==> config.mk <==
export PLATFORM = sky130hd
export DESIGN_NAME = lsu_seq
export DESIGN_NICKNAME = d
export VERILOG_FILES = /design/src/rtl/lsu_pkg.sv /design/src/rtl/lsu_slot_arb.sv /design/src/rtl/lsu_seq.sv
export SDC_FILE = /design/constraint.sdc
export NUM_CORES = 1
export LEC_CHECK = 0
export CORE_AREA = 2 2 383 385
export DETAILED_ROUTE_END_ITERATION = 8
export DIE_AREA = 0 0 385 387
export GPL_TIMING_DRIVEN = 0
export PLACE_DENSITY_LB_ADDON = 0.15
export SLEW_MARGIN = 20
export SYNTH_ARGS = -nofsm -noshare
export SYNTH_HDL_FRONTEND = slang
export SYNTH_SLANG_ARGS = --single-unit
==> constraint.sdc <==
create_clock -name clk -period 7.5 [get_ports clk]
set_input_delay 1.5 -clock clk [delete_from_list [all_inputs] [get_ports clk]]
set_output_delay 1.5 -clock clk [all_outputs]
set_load 0.02 [all_outputs]
==> src/rtl/lsu_pkg.sv <==
// Shared constants, state encoding and byte-lane helpers for the sequential load/store unit.
package lsu_pkg;

    localparam logic [5:0] OP_LW = 6'b001010;
    localparam logic [5:0] OP_SW = 6'b001011;
    localparam logic [5:0] OP_LB = 6'b001100;
    localparam logic [5:0] OP_SB = 6'b001101;

    localparam logic [2:0] READY = 3'b010;

    // Field placement measured down from the slot entry MSB.
    localparam int OPC_W   = 6;
    localparam int OFF_W   = 16;
    localparam int RS_GAP  = 6;
    localparam int RT_GAP  = 16;
    localparam int OFF_GAP = 21;

    typedef enum logic [1:0] {
        ST_IDLE   = 2'd0,
        ST_REQ    = 2'd1,
        ST_COMMIT = 2'd2,
        ST_FAULT  = 2'd3
    } lsu_state_e;

    function automatic logic is_mem_op(input logic [5:0] op);
        return (op == OP_LW) || (op == OP_SW) || (op == OP_LB) || (op == OP_SB);
    endfunction

    function automatic logic is_word_op(input logic [5:0] op);
        return (op == OP_LW) || (op == OP_SW);
    endfunction

    function automatic logic is_store_op(input logic [5:0] op);
        return (op == OP_SW) || (op == OP_SB);
    endfunction

    // Little-endian lane select: lane 0 is bits [7:0].
    function automatic logic [7:0] lane_byte(input logic [31:0] word, input logic [1:0] lane);
        return word[{lane, 3'b000} +: 8];
    endfunction

    function automatic logic [31:0] rep_byte(input logic [7:0] b);
        return {4{b}};
    endfunction

endpackage

==> src/rtl/lsu_slot_arb.sv <==
// Highest-index priority picker over the ready slot vector.
module lsu_slot_arb #(
    parameter int SLOTS = 8,
    parameter int IDX_W = (SLOTS > 1) ? $clog2(SLOTS) : 1
) (
    input  logic [SLOTS-1:0] ready,
    output logic             valid,
    output logic [IDX_W-1:0] idx
);

    always_comb begin
        valid = |ready;
        idx   = '0;
        // Ascending scan so the last (highest) ready slot overrides.
        for (int i = 0; i < SLOTS; i++) begin
            if (ready[i]) begin
                idx = IDX_W'(i);
            end
        end
    end

endmodule

==> src/rtl/lsu_seq.sv <==
// Sequential LSU: picks one ready LW/SW/LB/SB slot, performs a req/ack memory access,
// writes back loads and stamps the slot. One access in flight at a time.
module lsu_seq
    import lsu_pkg::*;
#(
    parameter int SLOTS  = 8,
    parameter int INSN_W = 88,
    parameter int XLEN   = 32,
    parameter int RA_W   = 5,
    parameter int ST_W   = 3
) (
    input  logic                    clk,
    input  logic                    reset,
    input  logic [SLOTS*ST_W-1:0]   reg_start_flat,
    input  logic [SLOTS*INSN_W-1:0] reg_out_flat,
    output logic [SLOTS*ST_W-1:0]   stamp_flat,
    output logic [SLOTS-1:0]        stamp_in,
    output logic [RA_W-1:0]         reg_search_out10,
    input  logic [XLEN-1:0]         reg_out10,
    output logic [RA_W-1:0]         reg_search_out11,
    input  logic [XLEN-1:0]         reg_out11,
    output logic [RA_W-1:0]         reg_search_in10,
    output logic [XLEN-1:0]         reg_in10,
    output logic                    reg_in10_start,
    output logic                    mem_req,
    output logic                    mem_we,
    output logic [XLEN/8-1:0]       mem_be,
    output logic [XLEN-1:0]         mem_addr,
    output logic [XLEN-1:0]         mem_wdata,
    input  logic                    mem_ack,
    input  logic [XLEN-1:0]         mem_rdata,
    output logic                    fault,
    output logic                    busy
);

    localparam int IDX_W = (SLOTS > 1) ? $clog2(SLOTS) : 1;
    localparam int BE_W  = XLEN / 8;

    lsu_state_e state_reg, state_next;

    logic [IDX_W-1:0] slot_reg;
    logic [5:0]       op_reg;
    logic [RA_W-1:0]  rd_reg;
    logic [XLEN-1:0]  ea_reg;
    logic [XLEN-1:0]  data_reg;
    logic [XLEN-1:0]  rdata_reg;
    logic             insn2_reg;
    logic             insn0_reg;

    logic [SLOTS-1:0] ready;
    logic             win_valid;
    logic [IDX_W-1:0] win_idx;

    generate
        for (genvar gi = 0; gi < SLOTS; gi++) begin : g_ready
            logic [OPC_W-1:0] slot_op;
            assign slot_op   = reg_out_flat[gi*INSN_W + INSN_W - 1 -: OPC_W];
            assign ready[gi] = is_mem_op(slot_op) &&
                               (reg_start_flat[gi*ST_W +: ST_W] == ST_W'(READY));
        end
    endgenerate

    lsu_slot_arb #(
        .SLOTS (SLOTS),
        .IDX_W (IDX_W)
    ) u_arb (
        .ready (ready),
        .valid (win_valid),
        .idx   (win_idx)
    );

    logic [INSN_W-1:0] win_insn;
    logic [5:0]        win_op;
    logic [RA_W-1:0]   win_rs;
    logic [RA_W-1:0]   win_rt;
    logic [OFF_W-1:0]  win_off;
    logic [XLEN-1:0]   win_ea;
    logic              issue;
    logic              win_misaligned;
    logic              unused_insn;

    assign win_insn       = reg_out_flat[int'(win_idx)*INSN_W +: INSN_W];
    assign win_op         = win_insn[INSN_W-1 -: OPC_W];
    assign win_rs         = win_insn[INSN_W-1-RS_GAP -: RA_W];
    assign win_rt         = win_insn[INSN_W-1-RT_GAP -: RA_W];
    assign win_off        = win_insn[INSN_W-1-OFF_GAP -: OFF_W];
    assign win_ea         = reg_out10 + {{(XLEN-OFF_W){win_off[OFF_W-1]}}, win_off};
    assign win_misaligned = is_word_op(win_op) && (win_ea[1:0] != 2'b00);
    assign issue          = (state_reg == ST_IDLE) && win_valid && !reset;
    assign unused_insn    = ^win_insn;

    // Register-file read addresses only reflect a winner while one can actually issue.
    assign reg_search_out10 = issue ? win_rs : '0;
    assign reg_search_out11 = issue ? win_rt : '0;

    always_ff @(posedge clk) begin
        if (reset) begin
            state_reg <= ST_IDLE;
            slot_reg  <= '0;
            op_reg    <= '0;
            rd_reg    <= '0;
            ea_reg    <= '0;
            data_reg  <= '0;
            rdata_reg <= '0;
            insn2_reg <= 1'b0;
            insn0_reg <= 1'b0;
        end else begin
            state_reg <= state_next;
            if (issue) begin
                slot_reg  <= win_idx;
                op_reg    <= win_op;
                rd_reg    <= win_rt;
                ea_reg    <= win_ea;
                data_reg  <= reg_out11;
                insn2_reg <= win_insn[2];
                insn0_reg <= win_insn[0];
            end
            if ((state_reg == ST_REQ) && mem_ack) begin
                rdata_reg <= mem_rdata;
            end
        end
    end

    logic       stamp_hit;
    logic [7:0] load_byte;

    always_comb begin
        state_next      = state_reg;
        mem_req         = 1'b0;
        mem_we          = 1'b0;
        mem_be          = '0;
        mem_addr        = '0;
        mem_wdata       = '0;
        reg_search_in10 = '0;
        reg_in10        = '0;
        reg_in10_start  = 1'b0;
        fault           = 1'b0;
        stamp_hit       = 1'b0;
        load_byte       = lane_byte(rdata_reg[31:0], ea_reg[1:0]);

        case (state_reg)
            ST_IDLE: begin
                if (issue) begin
                    state_next = win_misaligned ? ST_FAULT : ST_REQ;
                end
            end
            ST_REQ: begin
                mem_req  = 1'b1;
                mem_addr = ea_reg;
                mem_we   = is_store_op(op_reg);
                mem_be   = is_word_op(op_reg) ? {BE_W{1'b1}} : (BE_W'(1) << ea_reg[1:0]);
                if (op_reg == OP_SW) begin
                    mem_wdata = data_reg;
                end else if (op_reg == OP_SB) begin
                    mem_wdata = XLEN'(rep_byte(data_reg[7:0]));
                end
                if (mem_ack) begin
                    state_next = ST_COMMIT;
                end
            end
            ST_COMMIT: begin
                stamp_hit = 1'b1;
                if (!is_store_op(op_reg)) begin
                    reg_in10_start  = 1'b1;
                    reg_search_in10 = rd_reg;
                    reg_in10        = (op_reg == OP_LW) ? rdata_reg
                                    : {{(XLEN-8){load_byte[7]}}, load_byte};
                end
                state_next = ST_IDLE;
            end
            ST_FAULT: begin
                fault      = 1'b1;
                stamp_hit  = 1'b1;
                state_next = ST_IDLE;
            end
            default: state_next = ST_IDLE;
        endcase
    end

    logic [ST_W-1:0] stamp_code;

    assign stamp_code = ST_W'({insn2_reg, 1'b1, insn0_reg});
    assign stamp_in   = stamp_hit ? (SLOTS'(1) << slot_reg) : '0;
    assign busy       = (state_reg != ST_IDLE);

    generate
        for (genvar gi = 0; gi < SLOTS; gi++) begin : g_stamp
            assign stamp_flat[gi*ST_W +: ST_W] = stamp_in[gi] ? stamp_code : '0;
        end
    endgenerate

endmodule

==> reports/results.txt, run 1 <==
The flow ran to the end, and the final reports show no timing, DRC or antenna violations. Detailed placement finished with a half-perimeter wire length of 86000 microns. The worst setup path is of the in2out kind. Dividing the detail-routed wire length by the instance count gives 24.8 microns. The count of cells along the worst hold path was 1.

For this design the top-level I/O count stands at 979. The layout has 16900 filler cells. In this run the worst path has a maximum fanout of 10. The hold violation total from the final report is 0.

The root buffer cell chosen for the clock tree is clkbuf_16. During placement, the flow inserted port buffers numbering 545. Following the worst setup path forward leads to its endpoint at reg_search_out10[4].

Summing all flip-flop and latch instances after layout gives 2280 sq um. The run gives 0.49 ns as the clock latency of the later-clocked register in the worst-skew pair. The fraction of the core area covered by cells at the end of the flow was 0.124; the pre-CTS setup slack was -2.21 ns. The run gives 5 as the number of detailed-routing iterations run before antenna repair. Compared with the post-synthesis result, the final layout area differs by 92.8%. During synthesis, Yosys emitted a total of 0 warnings.

Share of post-route cells with drive strength above 1: 0.0676. For this design, the slowest cell found on the critical path is clkdlybuf4s50_1. The share of synthesized flip-flops with an asynchronous set or reset was 0; the global-route congestion overflow total was 0. Die width: 385 microns. The dominant synthesized flop cell was dfxtp_1.

The longest individual stage delay on the worst path works out to 0.67 ns. The initial antenna violation count was 77. After clock tree synthesis, the clock-pin slew on the worst setup and hold paths is 0.06 ns.

For the pin with the worst max-slew slack, the measured transition is 1.06 ns. Summed over all layers, the routed wires come to 97600 microns. The run gives 140 as the number of rows created at floorplan. Synthesis produced a netlist with a net count of 2277. The tools report the summed negative setup slack over all endpoints as 0 ns. The required time at the worst-slack endpoint came out at 6.00 ns. The number of global-route vias before repair came out at 13300. In this run, post-CTS hold repair placed 0 buffers.

The synthesis-stage register bit count is 114. At the worst endpoint, the arrival time is 5.77 ns. The area of the core region is 145000 sq um. The critical register-to-register path endpoint is data_reg[28].

At the end of routability-driven placement, the weighted congestion stood at 0.816. Counting every instance in the synthesized netlist gives 1418. In this run, synthesis inferred 0 flip-flops with an integrated enable. Walking the worst path, the cells encountered are clkdlybuf4s50_1, nor4b_4, nand4b_1, o21a_1, a21boi_2, buf_6, buf_2, buf_4, nand2_1, a311oi_2, a31oi_1, nor2_1, clkdlybuf4s50_1. For the total global routing track utilization, the log shows 0.129. The tools report the sequential fraction of the synthesis area as 0.245.

The max-slew violation count is 0. For this run, design rule violations remaining after detail routing come to 0. The detailed router finished its first iteration with 586 violations. Setup slack closes at 0.231 ns. The share of the clock period used by the worst path after layout is 0.969. The worst setup path is captured at an output pin. Total power for the finished layout comes to 2150 uW.

The cell that appears most often on the critical path is clkdlybuf4s50_1. The number of placed instances, taps included, is 3881. The worst slew margin relative to its limit is 0.296.

Setup repair after global routing left no endpoint under its margin. For flop-to-flop paths, the worst setup slack is 4.33 ns. The logic depth of the worst setup path including buffers was 13. The kind of cell with the highest combined delay on the critical path was buffers and inverters. The H-tree was split into 4 levels.

After the last flow step, the layout net total stands at 2843. Dividing total power by cell area gives a power density of 120 nW/um^2. The multi-input combinational cells in the finished layout cover a total of 6610 sq um. The critical path launch point type was an input pin. The tools report the maximum number of pins on one net before global-route repair as 18. The tools report the count of clock tree sinks as 114. The critical path contains buffers and inverters numbering 5 combined. The tightest min-delay check is of the reg2reg type.

The final cell count without fillers was 3933; the netlist area before placement was 9300 sq um. The smallest clock period supported by the final layout is computed as 7.27 ns. Max-cap violations in this run came to 0. The height of the die was 387 microns; the number of vias per cell after detailed routing was 3.20.

The first global-routing pass estimated 127000 microns of wire. The number of nets with antenna violations after detailed routing is 0. The clock passes through at most 2 buffers. Clock skew on the completed layout was measured at 0.0211 ns. The number of buffers created by CTS is 17, and the leakage power is 0.00609 uW. After synthesis, the mean cell area works out to 6.56 sq um. The maximum achievable frequency is 0.138 GHz, and the final number of setup-violating endpoints is 0. The die covers 149000 sq um. The run gives 0.0642 as the initial standard-cell utilization of the core.

TritonCTS built the clock tree. Across all layers, the routed design uses 12600 vias. For the number of unique standard cell types used by synthesis, the log shows 68.

The worst reg2reg path depth came out at 6. Launch point of the critical path: reg_start_flat[18]. The start of the worst register-to-register path is state_reg[1].

IR analysis of the VDD net gives a maximum drop of 0.189 mV.
cell usage after synthesis, types with 4 or more instances:
library cell / n / area share
nor3_1: 9 / 0.0048
buf_2: 17 / 0.0091
a311oi_1: 8 / 0.0075
o21bai_1: 4 / 0.0032
buf_4: 11 / 0.0089
nor4b_1: 11 / 0.010
ha_1: 31 / 0.042
a21oi_1: 147 / 0.079
nor3b_1: 4 / 0.0032
a211oi_1: 24 / 0.019
o221a_2: 7 / 0.0085
nand4b_1: 6 / 0.0056
inv_1: 13 / 0.0052
nand2b_1: 8 / 0.0054
xnor2_1: 14 / 0.013
o21ai_0: 54 / 0.029
a31oi_1: 18 / 0.012
and2_1: 66 / 0.044
nor2b_1: 16 / 0.011
nand2_1: 447 / 0.18
a311o_1: 6 / 0.0065
or2_2: 6 / 0.0040
nor2_1: 55 / 0.022
o41ai_1: 4 / 0.0038
mux2i_1: 13 / 0.014
buf_1: 6 / 0.0024
xor2_1: 17 / 0.016
clkbuf_1: 73 / 0.029
o21a_1: 29 / 0.023
dfxtp_1: 114 / 0.25
nand3_1: 103 / 0.055
a21o_1: 24 / 0.019
report_power, final:
part	internal (uW)	total [uW]	switching, uW
Clock	428	815	387
Sequential	626	645	19.5
Combinational	334	694	361
Total	1390	2150	767
layout by cell type (no fill, tap or decap), types with 24 or more instances in the layout:
cell             netlist  routed
o21ai_0               54      42
ha_1                  31      31
o21a_1                29      29
and2_1                66      66
a21oi_1              147     141
clkbuf_1              73      58
nand2_1              447     446
nand3_1              103     103
a21o_1                24      24
dfxtp_1              114     114
clkdlybuf4s50_1        0     543
nor2_1                55      54
worst min-delay path by stage:
stage	from	to	slack, ns
global route	rd_reg[3]	rd_reg[3]	0.46
detailed placement	rd_reg[4]	rd_reg[4]	0.43
global placement	ea_reg[23]	ea_reg[23]	0.43
CTS	rd_reg[4]	rd_reg[4]	0.45
finish	rd_reg[3]	rd_reg[3]	0.45
floorplan	ea_reg[15]	ea_reg[15]	0.42
kinds of logic after synthesis:
logic type,after synthesis,share of synthesized area
fa+ha+maj,32,0.0438
flops,114,0.245
xor+xnor,31,0.0292
mux,14,0.0164
simple gates,751,0.365
buf+inv,123,0.0597
compound gates,353,0.241
routing by layer:
layer | track usage | wire length (microns)
met3 | 0.0499 | 8600
met4 | 0.0327 | 2140
met2 | 0.211 | 44500
met1 | 0.157 | 42100
met5 | 0 | 218
cell type report:
class / count / area share
Multi-Input combinational cell: 1181 / 0.369
Timing Repair Buffer: 548 / 0.305
Tap cell: 1917 / 0.134
Sequential cell: 114 / 0.127
Buffer: 109 / 0.0294
Clock buffer: 17 / 0.0237
Clock inverter: 15 / 0.00677
Inverter: 13 / 0.00272
Antenna cell: 19 / 0.00265
worst reg2reg max path: cells and delay by family (launching register included):
| family | cells | cell delay, ns |
|---|---|---|
| compound gates | 2 | 0.55 |
| buf+inv | 2 | 1.45 |
| flops | 1 | 0.60 |
| simple gates | 2 | 0.49 |
metrics by stage:
stage / hold slack [ns] / cell area [sq um]
after detailed placement: 0.435 / 17200
after floorplan: 0.417 / 9300
after CTS: 0.450 / 17900
final: 0.445 / 17900
after global routing: 0.464 / 17900
after global placement: 0.426 / 17200
timing repair:
action / 4_1_cts / 5_1_grt
setup endpoints to repair: 40 / 9
pin swaps: 1 / 1
setup buffers: 2 / 0
resized for setup: 46 / 21
No activity file was read; power rests on OpenSTA's default activity.
==> run 2: changes to the inputs <==
--- a/config.mk
+++ b/config.mk
@@ -10,6 +10,7 @@
 export DIE_AREA = 0 0 385 387
 export GPL_TIMING_DRIVEN = 0
 export PLACE_DENSITY_LB_ADDON = 0.15
+export SKIP_LAST_GASP = 1
 export SLEW_MARGIN = 20
 export SYNTH_ARGS = -nofsm -noshare
 export SYNTH_HDL_FRONTEND = slang
==> reports/results.txt, run 2 (same netlist as run 1, synthesis figures left out) <==
The run finished with clean final reports. The number of rows created at floorplan is 140 (unchanged), and the portion of total power attributed to combinational logic is 0.322 (about the same). The number of input and output port buffers inserted was 545 (unchanged); the total of max-cap violations was 0 (unchanged). The kind of cell with the highest combined delay on the critical path was buffers and inverters (unchanged). The run gives 4 (unchanged) as the number of H-tree levels. The path class of the lowest-slack min-delay path is reg2reg (unchanged).

For the count of routing violations after the opening detailed-route iteration, the log shows 587 (was 586). The share of post-route cells with drive strength above 1 is 0.0676 (unchanged). Sequence of cells on the critical path: clkdlybuf4s50_1, nor4b_4, nand4b_1, o21a_1, a21boi_2, buf_6, buf_2, buf_4, nand2_1, a311oi_2, a31oi_1, nor2_1, clkdlybuf4s50_1 (unchanged). Slew of the pin with the lowest slew margin: 1.06 ns (about the same).

The half-perimeter wire length after placement is 86000 microns (unchanged), and the routability-driven placement congestion ratio is 0.816 (unchanged). The logs give 979 (unchanged) for the total I/O pin count and 0.296 (about the same) for the worst slew margin relative to its limit. The summed negative setup slack over all endpoints was 0 ns (unchanged); the total wirelength of the detailed-routed design was 97700 microns (was 97600 microns). The tools report the number of buffers created by CTS as 17 (unchanged). The layout overhead on the synthesized area was 92.8% (about the same); the share of the clock period used by the worst path after layout was 0.978 (was 0.969). The tools report the number of fillers in the final layout as 16900 (about the same). The run gives 12600 (about the same) as the via count.

The run gives 0.49 ns (about the same) as the clock latency of the later-clocked register in the worst-skew pair. Critical path's slowest cell: clkdlybuf4s50_1 (unchanged). The first-pass GRT wire length came out at 127000 microns (about the same). The maximum number of pins on one net before global-route repair came out at 18 (unchanged).

The max-slew violation count was 0 (unchanged); the worst-case setup margin in the final layout was 0.166 ns (was 0.231 ns). The number of nets with antenna violations after detailed routing was 0 (unchanged); the routed wirelength normalized by instance count was 24.8 microns (about the same). The largest buffer count on any clock path was 2 (unchanged). Maximum net fanout on the critical path: 10 (unchanged). The leakage power is 0.00609 uW (unchanged). The tools report the final number of setup-violating endpoints as 0 (unchanged). The run gives 5.83 ns (was 5.77 ns) as the critical path arrival.

For the initial antenna violation count, the log shows 77 (unchanged). The number of detailed-routing iterations run before antenna repair is 5 (unchanged), and the hold violation total from the final report is 0 (unchanged). The tools report the maximum achievable frequency as 0.136 GHz (was 0.138 GHz). The tools report the total global routing track utilization as 0.129 (about the same). The element type at the critical path end is an output pin (unchanged). The longest individual stage delay on the worst path was 0.67 ns (about the same). The area of combinational cells with multiple inputs is 6610 sq um (unchanged), and the die footprint is 149000 sq um (unchanged). Clock root buffer: clkbuf_16 (unchanged). The cts-stage hold buffer count came out at 0 (unchanged).

The most common cell after layout, fill and taps aside was clkdlybuf4s50_1 (unchanged). Path type of the worst setup path: in2out (unchanged). The minimum period implied by the final worst setup slack works out to 7.33 ns (was 7.27 ns).

For the sequential power share, the log shows 0.300 (was 0.299). The tools report the largest voltage drop on the vdd net as 0.188 mV (was 0.189 mV). The die width is 385 microns (unchanged). The global-route congestion overflow total was 0 (unchanged). The initial standard-cell utilization of the core was 0.0642 (unchanged). The height of the die is 387 microns (unchanged).

TritonCTS built the clock tree. Most common cell type on the critical path: clkdlybuf4s50_1 (unchanged). The clock skew after layout was 0.0211 ns (about the same); the clock-pin slew on the worst setup and hold paths was 0.06 ns (about the same). The required time at the worst-slack endpoint was 6.00 ns (about the same). The pre-CTS setup slack came out at -2.21 ns (unchanged). The register cell area after layout was 2280 sq um (unchanged). Final net count: 2843 (unchanged). Setup repair after global routing left no endpoint under its margin. The total power density per cell area is 120 nW/um^2 (about the same).

The internal power component was 1390 uW (unchanged); the number of buffers and inverters on the critical path was 5 (unchanged). The net switching fraction of the power works out to 0.356 (about the same). Critical path launch point type: an input pin (unchanged). Overall power consumption: 2150 uW (about the same). For the fraction of the core area covered by cells at the end of the flow, the log shows 0.124 (about the same). Leading cell types in the layout, fill and taps excluded: clkdlybuf4s50_1 (543), nand2_1 (446), a21oi_1 (141), dfxtp_1 (114), nand3_1 (103) (unchanged).

Clock share of power: 0.378 (about the same). The number of global-route vias before repair is 13300 (about the same), and the DRC violation count after routing is 0 (unchanged). The count of clock tree sinks came out at 114 (unchanged). The number of vias per cell after detailed routing was 3.20 (about the same); the net switching power was 766 uW (was 767 uW). The area of the core region was 145000 sq um (unchanged).
run 2: cell types whose count changed in the layout (fill, tap and decap cells not counted), sizes merged:
cell and change:
diode -1
run 2: per-layer routing:
layer  track usage  up-vias  share of wire
met5             0        -         0.0022
met4        0.0327       34          0.022
met3        0.0499      118          0.087
met2         0.211      515           0.46
met1         0.157     5861           0.43
li1              -     6052              -
run 2: stage by stage:
| stage | area, sq um | cells | hold WS (ns) |
|---|---|---|---|
| 2_1_floorplan | 9300 | 1418 | 0.417 |
| 3_3_place_gp | 17200 | 3880 | 0.426 |
| 3_5_place_dp | 17200 | 3881 | 0.435 |
| 4_1_cts | 17900 | 3915 | 0.450 |
| 5_1_grt | 17900 | 3920 | 0.464 |
| 6_report | 17900 | 3932 | 0.445 |
run 2: final cells by class:
class	instances	area share
multi-input combinational	1181	0.369
timing repair buffer	548	0.305
tap	1917	0.134
sequential	114	0.127
buffer	109	0.0294
clock buffer	17	0.0237
clock inverter	15	0.00677
inverter	13	0.00272
antenna	18	0.00251
run 2: path summary, 6_finish.rpt:
path	startpoint	to	slack (ns)	depth (start not counted)
worst max register to register	state_reg[1]	data_reg[28]	4.32	6
worst max-delay path	reg_start_flat[18]	reg_search_out10[4]	0.17	13
worst min register to register	rd_reg[3]	rd_reg[3]	0.45	1
worst min-delay path	rd_reg[3]	rd_reg[3]	0.45	1
run 2: repair_timing:
item / 4_1_cts / 5_1_grt
buffers inserted: 2 / 0
endpoints found under the setup margin: 40 / 9
pin swaps: 1 / 1
gates resized for setup: 45 / 22
run 2: power by group through the flow:
stage	sequential (uW)	clock [uW]	combinational [uW]
after global placement	659	0	705
after detailed placement	659	0	703
after global routing	648	882	761
final	645	814	694
after CTS	646	863	714
after floorplan	648	0	289
==> run 3: changes to the inputs <==
--- a/config.mk
+++ b/config.mk
@@ -10,6 +10,7 @@
 export DIE_AREA = 0 0 385 387
 export GPL_TIMING_DRIVEN = 0
 export PLACE_DENSITY_LB_ADDON = 0.15
+export REMOVE_ABC_BUFFERS = 1
 export SKIP_LAST_GASP = 1
 export SLEW_MARGIN = 20
 export SYNTH_ARGS = -nofsm -noshare
==> constraint.sdc (replaced) <==
create_clock -name clk -period 7.69 [get_ports clk]
set_input_delay 1.538 -clock clk [delete_from_list [all_inputs] [get_ports clk]]
set_output_delay 1.538 -clock clk [all_outputs]
set_load 0.02 [all_outputs]
==> reports/results.txt, run 3 (same netlist as run 1, synthesis figures left out) <==
The most common cell type on the critical path was clkdlybuf4s50_1 (unchanged). The total power density per cell area was 121 nW/um^2 (was 120 nW/um^2); the total wirelength of the detailed-routed design was 82800 microns (was 97700 microns). The logic depth of the worst setup path including buffers came out at 10 (was 13). The critical path's slowest cell was clkdlybuf4s50_1 (unchanged). The tools report the number of nets with antenna violations after detailed routing as 0 (unchanged).

The clock root buffer is clkbuf_16 (unchanged). Path class of the lowest-slack min-delay path: reg2reg (unchanged). Leading cell types in the layout, fill and taps excluded: clkdlybuf4s50_1 (544), nand2_1 (443), a21oi_1 (141), dfxtp_1 (114), nand3_1 (103) (was clkdlybuf4s50_1 (543), nand2_1 (446), a21oi_1 (141), dfxtp_1 (114), nand3_1 (103)).

The half-perimeter wire length after placement is 68500 microns (was 86000 microns). The total I/O pin count came out at 979 (unchanged). The number of buffers and inverters on the critical path is 4 (was 5), and the height of the die is 387 microns (unchanged). The tools report the DRC violation count after routing as 0 (unchanged). The pre-CTS setup slack is -1.98 ns (was -2.21 ns). Sequence of cells on the critical path: clkdlybuf4s50_1, nor4b_4, nand4b_1, and4_4, a21oi_4, buf_16, nand2_2, buf_12, a21oi_2, clkdlybuf4s50_1 (was clkdlybuf4s50_1, nor4b_4, nand4b_1, o21a_1, a21boi_2, buf_6, buf_2, buf_4, nand2_1, a311oi_2, a31oi_1, nor2_1, clkdlybuf4s50_1). The worst reg2reg path depth is 7 (was 6). The run gives 0 (unchanged) as the total of max-cap violations.

The logs give 0.00626 uW (was 0.00609 uW) for the leakage power and 48 (was 77) for the initial antenna violation count. The element type at the critical path end was an output pin (unchanged). The tools report the worst slew margin relative to its limit as 0.290 (was 0.296).

The die footprint came out at 149000 sq um (unchanged). Setup repair after global routing could not meet its margin everywhere. The logs give 0.52 ns (was 0.49 ns) for the clock latency of the later-clocked register in the worst-skew pair and 0.0125 ns (was 0.0211 ns) for the clock skew after layout. The run gives 0 (unchanged) as the max-slew violation count.

The clock-pin slew on the worst setup and hold paths was 0.07 ns (was 0.06 ns). For the initial standard-cell utilization of the core, the log shows 0.0642 (unchanged). The most common cell after layout, fill and taps aside was clkdlybuf4s50_1 (unchanged). The share of post-route cells with drive strength above 1 works out to 0.0696 (was 0.0676). The final net count is 2770 (was 2843), and the maximum achievable frequency is 0.135 GHz. The logs give 2220 uW (was 2150 uW) for the overall power consumption and 5.89 ns (was 5.83 ns) for the critical path arrival.

The hold violation total from the final report is 0 (unchanged), and the count of clock tree sinks is 114 (unchanged). The tools report the global-route congestion overflow total as 0 (unchanged). The largest buffer count on any clock path was 2 (unchanged); the number of input and output port buffers inserted was 546 (was 545). The number of H-tree levels is 4 (unchanged), and the area of the core region is 145000 sq um (unchanged). Number of fillers in the final layout: 16800 (was 16900).

The maximum net fanout on the critical path is 20 (was 10). The run gives 516 (was 587) as the count of routing violations after the opening detailed-route iteration. The logs give 12100 (was 12600) for the via count and 140 (unchanged) for the number of rows created at floorplan.

The layout overhead on the synthesized area is 96.9% (was 92.8%). The logs give 69 (was 18) for the maximum number of pins on one net before global-route repair and 0.261 ns (was 0.166 ns) for the worst-case setup margin in the final layout. The worst hold slack across all endpoints is 0.445 ns (about the same). TritonCTS built the clock tree.

Critical path launch point type: an input pin (unchanged). The first-pass GRT wire length is 110000 microns (was 127000 microns), and the total global routing track utilization is 0.109 (was 0.129). The fraction of the core area covered by cells at the end of the flow was 0.126 (was 0.124); the cts-stage hold buffer count was 0 (unchanged). The logs give 5 (unchanged) for the number of detailed-routing iterations run before antenna repair and 0.192 mV (was 0.188 mV) for the largest voltage drop on the vdd net.

The kind of cell with the highest combined delay on the critical path was buffers and inverters (unchanged). The routed wirelength normalized by instance count is 21.5 microns (was 24.8 microns), and the summed negative setup slack over all endpoints is 0 ns (unchanged). The share of the clock period used by the worst path after layout works out to 0.966. Routability-driven placement congestion ratio: 0.716 (was 0.816). For the final number of setup-violating endpoints, the log shows 0 (unchanged). Number of vias per cell after detailed routing: 3.14 (was 3.20). The number of global-route vias before repair came out at 12400 (was 13300). For the required time at the worst-slack endpoint, the log shows 6.15 ns (was 6.00 ns). The count of cells along the worst hold path is 1 (unchanged). The path type of the worst setup path is in2out (unchanged).

The worst path needs 7.43 ns of the cycle, external delays included. The longest individual stage delay on the worst path was 0.72 ns (was 0.67 ns). The run gives 17 (unchanged) as the number of buffers created by CTS.

The flow ran to the end, and the final reports show no timing, DRC or antenna violations. Die width: 385 microns (unchanged). The slew of the pin with the lowest slew margin was 1.06 ns (about the same).
[run 3: changes by cell type in the layout (fill, tap and decap cells not counted), sizes merged, moves of 2 or more]
cell / delta
clkbuf: -71
inv: -5
dlygate4sd2: -2
clkinv: +2
bufinv: +3
diode: -4
[run 3: what timing repair did]
item	in CTS	in global routing
buffers inserted	6	1
gates resized for setup	15	8
pin swaps	4	2
cloned	0	0
endpoints found under the setup margin	34	15
[run 3: final cells by class]
cell class | count | area, sq um | area share
Sequential cell | 114 | 2280 | 0.125
Antenna cell | 14 | 35.0 | 0.00191
Tap cell | 1917 | 2400 | 0.131
Clock buffer | 18 | 439 | 0.0240
Inverter | 13 | 51.3 | 0.00280
Multi-Input combinational cell | 1181 | 6700 | 0.366
Clock inverter | 14 | 178 | 0.00970
Timing Repair Buffer | 584 | 6230 | 0.340
[run 3: through the flow]
stage	std cells	cell area, sq um
6_report	3855	18300
5_1_grt	3841	18300
4_1_cts	3840	18200
3_5_place_dp	3802	17500
3_3_place_gp	3771	16700
2_1_floorplan	1308	8800
[run 3: power breakdown]
group / switching [uW] / internal, uW / leakage (uW) / total (uW)
clock: 402 / 520 / 0.000290 / 922
sequential: 16.7 / 610 / 0.000922 / 627
combinational: 333 / 340 / 0.00505 / 673
total: 752 / 1470 / 0.00626 / 2220
[run 3: worst paths after layout]
| path | start | end | slack [ns] |
|---|---|---|---|
| worst max-delay path | reg_start_flat[15] | reg_search_out11[2] | 0.26 |
| worst min-delay path | rd_reg[1] | rd_reg[1] | 0.45 |
| worst max register to register | state_reg[1] | rd_reg[2] | 5.09 |
| worst min register to register | rd_reg[1] | rd_reg[1] | 0.45 |
[run 3: routing by layer]
| layer | part of all wire | global-route usage | wire length (microns) |
|---|---|---|---|
| met1 | 0.46 | 0.140 | 38300 |
| met2 | 0.41 | 0.162 | 34000 |
| met3 | 0.11 | 0.0549 | 9070 |
| met4 | 0.015 | 0.0221 | 1210 |
| met5 | 0.0029 | 0 | 243 |
